## src/rtl/clock_time_ctrl.sv

```systemverilog
// rtl/clock_time_ctrl.sv - clock mode FSM and h:m:s time registers; HOUR12_EN selects 12-hour operation
module clock_time_ctrl (
    input  logic       clk,
    input  logic       rst,
    input  logic       tick_1s,
    input  logic       btn_mode,
    input  logic       btn_inc,
    output logic [4:0] hours,
    output logic [5:0] minutes,
    output logic [5:0] seconds,
    output logic [1:0] mode,
    output logic       blink,
    output logic       pm
);

    typedef enum logic [1:0] {
        RUN     = 2'b00,
        SET_HR  = 2'b01,
        SET_MIN = 2'b10
    } state_t;

    state_t state;
    state_t state_nxt;

`ifdef HOUR12_EN
    localparam logic [4:0] HOUR_RST = 5'd12;
`else
    localparam logic [4:0] HOUR_RST = 5'd0;
`endif

    logic [4:0] hour_next;
    logic       pm_flip;

    always_ff @(posedge clk or negedge rst) begin
        if (!rst) begin
            state <= RUN;
        end else begin
            state <= state_nxt;
        end
    end

    always_comb begin
        state_nxt = state;
        if (btn_mode) begin
            case (state)
                RUN:     state_nxt = SET_HR;
                SET_HR:  state_nxt = SET_MIN;
                default: state_nxt = RUN;
            endcase
        end
    end

    always_comb begin
        mode = state;
    end

    // Shared by the RUN carry and the SET_HR increment so both wrap identically.
    always_comb begin
`ifdef HOUR12_EN
        hour_next = (hours == 5'd12) ? 5'd1 : hours + 5'd1;
        pm_flip   = (hours == 5'd11);
`else
        hour_next = (hours == 5'd23) ? 5'd0 : hours + 5'd1;
        pm_flip   = 1'b0;
`endif
    end

    always_ff @(posedge clk or negedge rst) begin
        if (!rst) begin
            hours   <= HOUR_RST;
            minutes <= 6'd0;
            seconds <= 6'd0;
            blink   <= 1'b0;
            pm      <= 1'b0;
        end else begin
            case (state)
                RUN: begin
                    blink <= 1'b0;
                    if (tick_1s) begin
                        if (seconds == 6'd59) begin
                            seconds <= 6'd0;
                            if (minutes == 6'd59) begin
                                minutes <= 6'd0;
                                hours   <= hour_next;
                                pm      <= pm ^ pm_flip;
                            end else begin
                                minutes <= minutes + 6'd1;
                            end
                        end else begin
                            seconds <= seconds + 6'd1;
                        end
                    end
                end
                SET_HR, SET_MIN: begin
                    if (btn_mode && state == SET_MIN) begin
                        blink   <= 1'b0;
                        seconds <= 6'd0;
                    end else if (tick_1s) begin
                        blink <= ~blink;
                    end
                    // A mode press in the same cycle swallows the increment.
                    if (btn_inc && !btn_mode) begin
                        if (state == SET_HR) begin
                            hours <= hour_next;
                            pm    <= pm ^ pm_flip;
                        end else begin
                            minutes <= (minutes == 6'd59) ? 6'd0 : minutes + 6'd1;
                        end
                    end
                end
                default: begin
                    blink <= 1'b0;
                end
            endcase
        end
    end

endmodule

```

## config.mk

```make
export PLATFORM = sky130hd
export DESIGN_NAME = clock_time_ctrl
export DESIGN_NICKNAME = d
export VERILOG_FILES = /design/src/rtl/clock_time_ctrl.sv
export SDC_FILE = /design/constraint.sdc
export NUM_CORES = 1
export LEC_CHECK = 0
export BUFFER_PORTS_ARGS = -buffer_cell sky130_fd_sc_hd__clkbuf_2
export CAP_MARGIN = 20
export CORE_UTILIZATION = 47
export CTS_CLUSTER_DIAMETER = 200
export DETAILED_ROUTE_END_ITERATION = 10
export PLACE_DENSITY = 0.82
export SLEW_MARGIN = 20
export SYNTH_ARGS = -nofsm -noshare
export SYNTH_HDL_FRONTEND = slang
export SYNTH_SLANG_ARGS = --single-unit
```

## constraint.sdc

```tcl
create_clock -name clk -period 1.87 [get_ports clk]
set_input_delay 0.187 -clock clk [delete_from_list [all_inputs] [get_ports clk]]
set_output_delay 0.187 -clock clk [all_outputs]
set_load 0.01 [all_outputs]
```

==> flow_summary.json <==
{
  "die_area_sq_um": 2580,
  "finalSetupViolCount": 3,
  "ff2ff_path_depth": 7,
  "cp_slowest_cell": "dfrtp_1",
  "insertion_delay_ps": 290,
  "syn_inst": 114,
  "cts_root_buffer": "clkbuf_4",
  "switching_share_pct": 43.1,
  "seq_area_frac_synth_pct": 44.7,
  "drt-total-wl_um": 2320,
  "leakage_nw": 0.706,
  "violations": "negative setup slack",
  "post-place-cells": 171,
  "final_cell_count_no_fill": 180,
  "nets": 164,
  "num_vias": 984,
  "cpPeakStageDelay_ps": 420,
  "grt_max_degree": 21,
  "min_period_ps": 1930,
  "grt_usage_pct": 19.2,
  "design.portCount": 26,
  "min_path_type": "input pin to register",
  "floorplan.rows": 17,
  "grt_pass1_wl_um": 3720,
  "comb_power_share_pct": 57.4,
  "path_max_fanout": 7,
  "end_kind": "register",
  "status": "finished, violations left",
  "worstHoldPathCells": 2,
  "numCtsBuffers": 3,
  "die_y_um": 50.8,
  "syn_to_final_growth_pct": 33.5,
  "antenna_found_initial": 0,
  "seq_power_share_pct": 33.0,
  "clk_path_buf_depth": 2,
  "synth-edff-count": 0,
  "hold_viol": 0,
  "ys_warn_count": 0,
  "maxCapViolations": 0,
  "synth_area_per_cell_sq_um": 9.82,
  "powerDensity_nw_per_um2": 1710,
  "crit_type": "register to register",
  "post-route-period-util_pct": 103,
  "rsz0062_at_grt": "yes",
  "io_buffers": 24,
  "final_common_cell": "clkbuf_2",
  "wl_per_cell_um": 12.9,
  "antenna_left": 0,
  "grt_pass1_vias": 857,
  "p_sw_mw": 1.10,
  "whs_ps": 172,
  "fp.dieW_um": 50.8,
  "cp.required_ps": 2090,
  "final_util_pct": 66.9,
  "firstDrtPassIters": 4,
  "synth-async-reset-ratio_pct": 100,
  "fin_ws_ps": -57.3,
  "peakVddDrop_v": 0.000912,
  "fmax_mhz": 519,
  "dr.first_iter.drc_count": 12,
  "cp-start-kind": "register",
  "skew_ps": 2.34,
  "crit_family": "simple AND/OR/NAND/NOR gates",
  "cp_num_cells": 7,
  "syn_area_sq_um": 1120,
  "dp_hpwl_um": 1640,
  "initial_utilization_pct": 50.1,
  "synthesis.nets": 125,
  "htree_levels": 1,
  "grt_overflow": 0,
  "pwr-share-clk_pct": 9.6,
  "slew_viol_final": 0,
  "synth_ff_type": "dfrtp_1",
  "critPathBufInv": 1,
  "avgViaCountPerCell": 5.47,
  "crit_chain": "inv_2, ha_4, nand2_2, or3_1, a22o_4, or2_4, o31ai_2",
  "cp_data_arrival_time_ps": 2140,
  "fillers": 173,
  "drc_errors": 0,
  "cts_tree": "done",
  "drive_above_1_share_pct": 42.1,
  "coreArea_sq_um": 2230,
  "intPower_mw": 1.46,
  "cts_sinks": 20,
  "clkTransAtPathRegs_ps": 110,
  "synth_cell_types": 37,
  "diodes": 0,
  "ys_seq_elements": 20,
  "place.gp.congestion": 0.836,
  "most-common-layout-cells": "24 x clkbuf_2, 20 x dfrtp_1, 12 x buf_4"
}
-- sequential cells by signal, summed over array words and instances, names as in the netlist --
name     flops
blink        1
hours        5
mode         2
seconds      6
minutes      6
-- timing repair --
item                                    4_1_cts  5_1_grt
pin swaps                                     1        7
gates resized for setup                       3       17
buffers inserted                              2        2
hold buffers                                  1        0
endpoints found under the setup margin        3       10
endpoints found under the hold margin        20        0
-- per-stage QoR --
step | instance area [sq um] | setup slack, ps | TNS, ps | power [mW]
detailed placement | 1340 | -37.4 | -42.0 | 2.08
finish | 1500 | -57.3 | -100 | 2.56
global placement | 1340 | 23.4 | 0 | 2.02
floorplan | 1130 | -56.4 | -77.1 | 1.64
global route | 1500 | -116 | -515 | 2.77
CTS | 1410 | -36.8 | -70.1 | 2.39
-- synthesized netlist by cell type (2+ instances only) --
| cell type | number | share of area [%] |
|---|---|---|
| o21ai_0 | 2 | 0.89 |
| mux2_1 | 4 | 4.0 |
| nand4_1 | 3 | 1.7 |
| dfrtp_1 | 20 | 45 |
| a31oi_1 | 2 | 1.1 |
| nand2b_1 | 2 | 1.1 |
| a21oi_1 | 2 | 0.89 |
| clkbuf_1 | 2 | 0.67 |
| nand3_1 | 5 | 2.2 |
| a21o_1 | 2 | 1.3 |
| o21ai_1 | 11 | 4.9 |
| and3_1 | 2 | 1.1 |
| nand2_1 | 12 | 4.0 |
| ha_1 | 6 | 6.7 |
| mux2i_1 | 2 | 1.8 |
| o31ai_1 | 4 | 2.7 |
| or2_1 | 2 | 1.1 |
| inv_1 | 5 | 1.7 |
| nor2_1 | 8 | 2.7 |
-- area by class of cell --
cell class / instances / area (sq um) / share of cell area, %
multi-input combinational: 86 / 684 / 45.8
sequential: 20 / 500 / 33.5
timing repair buffer: 37 / 220 / 14.7
clock buffer: 4 / 36.3 / 2.43
tap: 28 / 35.0 / 2.34
inverter: 5 / 18.8 / 1.26
-- path summary, 6_finish.rpt --
path                                        startpoint                endpoint  slack (ps)
min in group asynchronous                          rst       blink$_DFFE_PN0P_         370
max in group asynchronous                          rst  seconds[0]$_DFFE_PN0P_        1160
worst max-delay path               mode[0]$_DFFE_PN0P_  minutes[5]$_DFFE_PN0P_         -60
worst min-delay path                          btn_mode     mode[0]$_DFFE_PN0P_         170
worst min register to register  seconds[3]$_DFFE_PN0P_  seconds[3]$_DFFE_PN0P_         560
worst max register to register     mode[0]$_DFFE_PN0P_  minutes[5]$_DFFE_PN0P_         -60
-- metal layers --
metal	up-vias	track usage (%)	wire [um]
li1	489	-	-
met2	19	34.0	1170
met4	0	5.56	13
met3	2	3.57	70
met1	474	23.8	1070
met5	-	0	0
-- power by group through the flow --
| stage | clock (mW) | sequential, mW | combinational, mW |
|---|---|---|---|
| CTS | 0.261 | 0.831 | 1.30 |
| detailed placement | 0 | 0.836 | 1.24 |
| floorplan | 0 | 0.869 | 0.768 |
| finish | 0.245 | 0.843 | 1.47 |
| global placement | 0 | 0.818 | 1.20 |
| global route | 0.280 | 0.878 | 1.61 |
-- cell families after synthesis --
| family | Yosys count | share of synthesized area, % |
|---|---|---|
| XOR/XNOR | 2 | 1.56 |
| AO/OA/AOI/OAI | 31 | 20.2 |
| buffers and inverters | 8 | 3.02 |
| multiplexers | 6 | 5.81 |
| adder cells (fa/ha/maj) | 6 | 6.70 |
| other | 1 | 0.335 |
| AND/OR/NAND/NOR | 40 | 17.7 |
| flip-flops | 20 | 44.7 |
No activity file was read; power rests on OpenSTA's default activity.
